--- src/rtl/fetch_unit.sv ---
// Instruction-fetch stage: sequential PC generation, pipelined imem requests, DEPTH-entry prefetch FIFO.
// Optional FETCH_PERF_CNT_EN adds perf_fetched / perf_discarded counters.
module fetch_unit #(
  parameter int              XLEN     = 32,
  parameter int              DEPTH    = 4,
  parameter logic [XLEN-1:0] RESET_PC = '0
) (
  input  logic            clk,
  input  logic            rst_n,
  input  logic            redirect_valid,
  input  logic [XLEN-1:0] redirect_pc,
  output logic            imem_req,
  output logic [XLEN-1:0] imem_addr,
  input  logic            imem_gnt,
  input  logic            imem_rvalid,
  input  logic [31:0]     imem_rdata,
  output logic            instr_valid,
  input  logic            instr_ready,
  output logic [31:0]     instr,
  output logic [XLEN-1:0] instr_pc,
  output logic [XLEN-1:0] instr_pc_plus4
`ifdef FETCH_PERF_CNT_EN
  ,
  output logic [31:0]     perf_fetched,
  output logic [31:0]     perf_discarded
`endif
);
  localparam int AW = $clog2(DEPTH);
  localparam int CW = AW + 1;

  typedef struct packed {
    logic [31:0]     instr;
    logic [XLEN-1:0] pc;
  } entry_t;

  if ((DEPTH < 2) || ((DEPTH & (DEPTH - 1)) != 0)) begin : g_depth_chk
    $error("fetch_unit: DEPTH must be a power of 2 and >= 2");
  end

  entry_t          fifo [DEPTH];
  entry_t          head;
  logic [XLEN-1:0] fetch_pc, rsp_pc;
  logic [AW-1:0]   rd_ptr, wr_ptr;
  logic [CW-1:0]   count, inflight, discard;
  logic            issue, push, pop;
  logic            unused_bits;

  assign unused_bits = ^redirect_pc[1:0];

  // A FIFO slot is reserved at issue time, so outstanding + buffered never exceeds DEPTH.
  assign imem_req  = rst_n && !redirect_valid &&
                     ((CW+1)'(count) + (CW+1)'(inflight) < (CW+1)'(DEPTH));
  assign imem_addr = fetch_pc;
  assign issue     = imem_req && imem_gnt;
  assign push      = imem_rvalid && !redirect_valid && (discard == '0);
  assign pop       = instr_valid && instr_ready && !redirect_valid;

  assign head           = fifo[rd_ptr];
  assign instr_valid    = (count != '0);
  assign instr          = instr_valid ? head.instr : 32'h0000_0013;
  assign instr_pc       = instr_valid ? head.pc : '0;
  assign instr_pc_plus4 = instr_valid ? head.pc + XLEN'(4) : '0;

  always_ff @(posedge clk) begin
    if (!rst_n) begin
      fetch_pc <= RESET_PC;
      rsp_pc   <= RESET_PC;
      rd_ptr   <= '0;
      wr_ptr   <= '0;
      count    <= '0;
      inflight <= '0;
      discard  <= '0;
    end else if (redirect_valid) begin
      // Every response still outstanding after this edge belongs to the old path.
      fetch_pc <= {redirect_pc[XLEN-1:2], 2'b00};
      rsp_pc   <= {redirect_pc[XLEN-1:2], 2'b00};
      rd_ptr   <= '0;
      wr_ptr   <= '0;
      count    <= '0;
      inflight <= inflight - CW'(imem_rvalid);
      discard  <= inflight - CW'(imem_rvalid);
    end else begin
      if (issue) fetch_pc <= fetch_pc + XLEN'(4);
      inflight <= inflight + CW'(issue) - CW'(imem_rvalid);
      if (imem_rvalid && (discard != '0)) discard <= discard - CW'(1);
      if (push) begin
        wr_ptr <= wr_ptr + AW'(1);
        rsp_pc <= rsp_pc + XLEN'(4);
      end
      if (pop) rd_ptr <= rd_ptr + AW'(1);
      count <= count + CW'(push) - CW'(pop);
    end
  end

  always_ff @(posedge clk) begin
    if (rst_n && push) fifo[wr_ptr] <= '{instr: imem_rdata, pc: rsp_pc};
  end

`ifdef FETCH_PERF_CNT_EN
  always_ff @(posedge clk) begin
    if (!rst_n) begin
      perf_fetched   <= '0;
      perf_discarded <= '0;
    end else begin
      if (push) perf_fetched <= perf_fetched + 32'd1;
      if (imem_rvalid && !push) perf_discarded <= perf_discarded + 32'd1;
    end
  end
`endif

  always_ff @(posedge clk) begin
    if (rst_n) assert (!(imem_rvalid && (inflight == '0)));
  end

endmodule
--- config.mk ---
export PLATFORM = sky130hd
export DESIGN_NAME = fetch_unit
export DESIGN_NICKNAME = d
export VERILOG_FILES = /design/src/rtl/fetch_unit.sv
export SDC_FILE = /design/constraint.sdc
export NUM_CORES = 1
export LEC_CHECK = 0
export CORE_ASPECT_RATIO = 2
export CORE_MARGIN = 3
export CORE_UTILIZATION = 55
export CTS_CLUSTER_SIZE = 28
export DETAILED_ROUTE_END_ITERATION = 10
export GPL_TIMING_DRIVEN = 0
export PLACE_DENSITY = 0.77
export SLEW_MARGIN = 30
export SYNTH_ARGS = -nofsm -noshare
export SYNTH_HDL_FRONTEND = slang
export SYNTH_SLANG_ARGS = --single-unit
--- constraint.sdc ---
create_clock -name clk -period 4.2 [get_ports clk]
set_clock_uncertainty 0.1 [all_clocks]
set_input_delay 1.05 -clock clk [delete_from_list [all_inputs] [get_ports clk]]
set_output_delay 1.05 -clock clk [all_outputs]
set_load 0.01 [all_outputs]
======== After elaboration in Yosys (flattened, before gate mapping) ========
Memories as Yosys holds them, arrays and structs flattened. A register that Yosys moved wholly into a read port is not among the register bits.
Index checks and enable logic that the tools add are counted.
word-level totals
  memories kept ........................... 1
  memory bits (writable) .................. 256
  register bits ........................... 77
  word-level logic and storage cells ...... 55
memories
  name  depth  width  rd ports  clocked after Yosys merged registers in  write ports  RTL line  source
  fifo  4      64     1         1                                        1            40        entry_t fifo [DEPTH];
cells by class
  muxes and demuxes ....................... 14
  reduce and logical (&&, ||, !) cells .... 17
  magnitude comparators ................... 1
  add/subtract/negate cells ............... 12
  bitwise operators ....................... 1
operators by type and width
  cell                                                        count
  two-way mux 32 bit                                          7
  adder 32 x 3 -> 32 bit, second input constant               3
  logical AND 1 bit                                           9
  two-way mux 3 bit                                           3
  subtractor 3 x 1 -> 3 bit                                   3
  adder 3 x 1 -> 3 bit                                        2
  nonzero test 2 bit                                          3
  nonzero test 3 bit                                          2
  adder 2 x 1 -> 2 bit, second input constant                 2
  adder 3 x 3 -> 4 bit                                        1
  less-than comparator 4 x 3 -> 1 bit, second input constant  1
  two-way mux 2 bit                                           2
  zero test 3 bit                                             1
  subtractor 3 x 1 -> 3 bit, second input constant            1
  two-way mux 1 bit                                           2
  OR reduction 2 bit                                          1
  zero test 1 bit                                             1
  inverter 1 bit                                              1

======== Logic depth before layout (Yosys ltp) ========
  depth in word-level cells ............... 7
  depth in mapped cells ................... 13

======== Worst setup path before layout ========
Ideal clock, no wire load.
  kind .................................... input -> register
  start point ............................. input rst_n
  end point ............................... register inflight[2]
  library setup time ...................... 0.128 ns
  arrival time ............................ 3.474 ns
  stages .................................. 13
  path slack .............................. 0.498 ns
  path through ............................ clkbuf_1 nor4b_1 and3_1 inv_1 clkbuf_1 ha_1 inv_1 ha_1 fa_1 xor2_1 o21ai_0 xnor2_1 nor2_1
on the way
  longest elaborated chain between the ends .. 6
RTL lines
  item                            RTL line  source
  from (decl)                     9         input logic rst_n,
  logical AND 1 bit (2 in a row)  51        assign imem_req = rst_n && !redirect_valid &&
  logical AND 1 bit               54        assign issue = imem_req && imem_gnt;
  adder 3 x 1 -> 3 bit            84        inflight <= inflight + CW'(issue) - CW'(imem_rvalid);
  subtractor 3 x 1 -> 3 bit       84
  two-way mux 3 bit               73        end else if (redirect_valid) begin
  to (signal assigned)            80        inflight <= inflight - CW'(imem_rvalid);
  to (signal assigned)            84
  to (decl)                       44        logic [CW-1:0] count, inflight, discard;
Several ways; a longest one is shown, not always the timed one.
A chain may end at the register's enable or synchronous reset.

==> results.md <==
* Status: complete, but fails checks
* Failing checks: negative setup slack
* Area growth, synth to finish at 27.2%
* Total Nets Final at 1,400
* Gr usage total at 26.3%
* Most common cell in the netlist: edfxtp_1
* FFs w/ async S/R, synth at 0%
* DPL Wire Length at ~26,000 um
* Crit path required time at 3.05 ns
* Final core occ at between 70% and 80%
* Vias in the first global route at 10,200
* CTS tree: yes
* RSZ-0062 raised after global routing: true
* P per Cell Area at 372 mW/mm2
* Worst setup path class: reg2out
* Slowest CP cell: or4_1
* Post-Syn Area per Cell at 13.7 um2
* Max_cap viols at 0
* Clk buf depth at 3
* Finished Layout Cells at 1,670
* Die ar. at 0.0283 mm2
* Num ports at 200
* Antenna diode count at 0
* Total chip power at 6.81 mW
* Rel. slew slack at 34.1%
* Post-synth EDFFs at 248
* Synth Cell Area at approximately 0.014 mm2
* Fill count at between 1,500 and 2,000
* Worst Tran Pin Value at approximately 0.98 ns
* Num CTS Buffers at 26
* Clock slew at reported path FFs at 0.08 ns
* Via count at 9,957
* DIE HEIGHT at 235 um
* Seq cells post-synth at 323
* # rows at 83
* Die Span X at 120 um
* Clk_lat worst skew at 0.54 ns
* Initial drt markers at 734
* Vias/cell at 5.96
* Global-route wire length before repair at 57,300 um
* Peak Freq at between 200 and 250 MHz
* Setup TNS at -0.530 ns
* Final WS setup at -0.0948 ns
* Most frequent cells after synthesis: edfxtp_1, dfxtp_1, and2_1, nand2_1, mux4_2
* Syn Inst Count at 1,051
* Worst path max stage delay at 0.50 ns
* Layout cells sized above 1 at between 10% and 20%
* Initial Util at 56.0%
* Gr ovfl total at 0
* Hold Crit Class: reg2reg
* Critical path launch point type: register
* Hold WS at roughly 0.43 ns
* ANT nets after route at 0
* Worst Setup End Kind: output pin
* Post-CTS Hold Fix Bufs at 0
* Placer Congestion at approximately 0.92
* PortBufs at 189
* Netlist cell types at 64
* Largest net degree at the start of global routing at 38
* Crit-path cells: buf_12 -> mux4_2 -> ha_4 -> nand2_4 -> o22ai_4 -> nand4bb_4 -> buf_8 -> or4_1 -> a21oi_1 -> buf_2
* Tcrit/Tclk final at 102%
* Drt wl/cell at between 20 and 25 um
* TritonCTS Sinks at between 300 and 400
* Placed cells at 1,589
* Crit path max fanout at 6
* Fin crit period at 4.29 ns
* Max Slew Vio Count at 0
* Core area at 0.0258 mm2
* WP buf/inv at 3
* Top_reg_cell synth: edfxtp_1
* Leakage at around 6.3 nW
* Final hold violation count at 0
* Drt first pass iters at 5
* VDD IR-drop max at 291 uV
* Final wirelength at between 30,000 and 40,000 um
* Synth warn at 0
* Final setup vio count at 8
* Critical path arrival at around 3.1 ns
* Synth top area share at around half
* Synth area leader: edfxtp_1
* Root Driver: clkbuf_16
* Sequential-to-total area share from yosys stat at 62.1%
* DRC at 0
* Synth top area cells: edfxtp_1, dfxtp_1, mux4_2, and2_1, xnor2_1
* H-Tree Depth at 1
* Antenna violations before repair at 0
* Cell family with most CP delay: simple AND/OR/NAND/NOR gates
==> cell type report <==
class	count	area (um2)	area share, %
Clock inverter	20	228	1.24
Multi-Input combinational cell	644	5350	29.2
Timing Repair Buffer	228	2230	12.1
Inverter	26	97.6	0.532
Tap cell	340	425	2.32
Clock buffer	27	676	3.68
Sequential cell	323	8950	48.8
Buffer	62	384	2.09
==> per-stage QoR <==
step / instance area [um2] / worst slack (ns)
after floorplan: 14400 / 0.498
after global placement: 16700 / -1.37
after detailed placement: 16800 / -0.382
after CTS: 18100 / -0.173
after global routing: 18300 / -0.155
final: 18300 / -0.0948
==> layout by cell type, fill, tap and decap left out, types with 12 or more instances in the layout <==
cell type / n
edfxtp_1: 248
clkdlybuf4s50_1: 164
dfxtp_1: 74
nand2_1: 67
and2_1: 65
mux4_2: 61
nor2_1: 57
a21oi_1: 47
buf_4: 39
o21ai_0: 35
xnor2_1: 33
clkbuf_1: 30
clkbuf_16: 27
inv_1: 25
nand4_1: 23
nand3_1: 19
xor2_1: 18
nor4_1: 16
ha_1: 16
and3_1: 14
a31oi_1: 14
clkbuf_2: 13
buf_2: 12
==> logic make-up (layout without fill, tap and decap cells) <==
logic type               Yosys count  in the layout  share of synthesized area, %
flip-flops                       323            323                          62.1
adder cells (fa/ha/maj)           19             19                          1.75
AND/OR/NAND/NOR                  344            344                          13.0
XOR/XNOR                          51             51                          3.10
other                              1              6                        0.0260
AO/OA/AOI/OAI                    144            144                          5.95
multiplexers                      80             80                          11.1
buffers and inverters             89            363                          2.99
==> per-layer routing <==
layer	wire, um	global-route usage (%)	vias to the layer above
met5	0	0	-
met4	2080	14.1	0
met3	1880	3.03	120
met2	21300	49.7	420
met1	12600	27.6	4912
li1	-	-	4505
==> worst min-delay path, stage by stage, from the launching register on <==
cell and delay, ns:
dfxtp_1 0.35, nand2_1 0.07, a31oi_1 0.07
==> worst paths after layout <==
path	from	to	slack, ns	cells after the start
setup / recovery	register	instr_pc_plus4[16]	-0.09	10
hold / removal	imem_addr[12]	imem_addr[12]	0.43	2
setup reg to reg	count[2]	inflight[2]	0.54	13
hold reg to reg	imem_addr[12]	imem_addr[12]	0.43	2
==> sequential cells by signal (all words and copies together), names as in the netlist, named ones only <==
signal	flops
imem_addr	30
inflight	3
discard	3
rsp_pc	30
fifo	248
count	3
wr_ptr	2
rd_ptr	2
==> power by group <==
group / leakage [nW] / switching (mW) / total, mW / internal (mW)
clock network: 0.439 / 1.15 / 2.59 / 1.43
registers: 2.88 / 0.0840 / 3.60 / 3.51
logic: 2.97 / 0.324 / 0.628 / 0.304
total: 6.29 / 1.56 / 6.81 / 5.25
==> repair_timing <==
item / CTS / global route
gates resized for setup: 122 / 45
pin swaps: 20 / 17
cloned: 2 / 0
setup endpoints to repair: 78 / 42
setup buffers: 15 / 18
(Power assumes the default switching activity.)
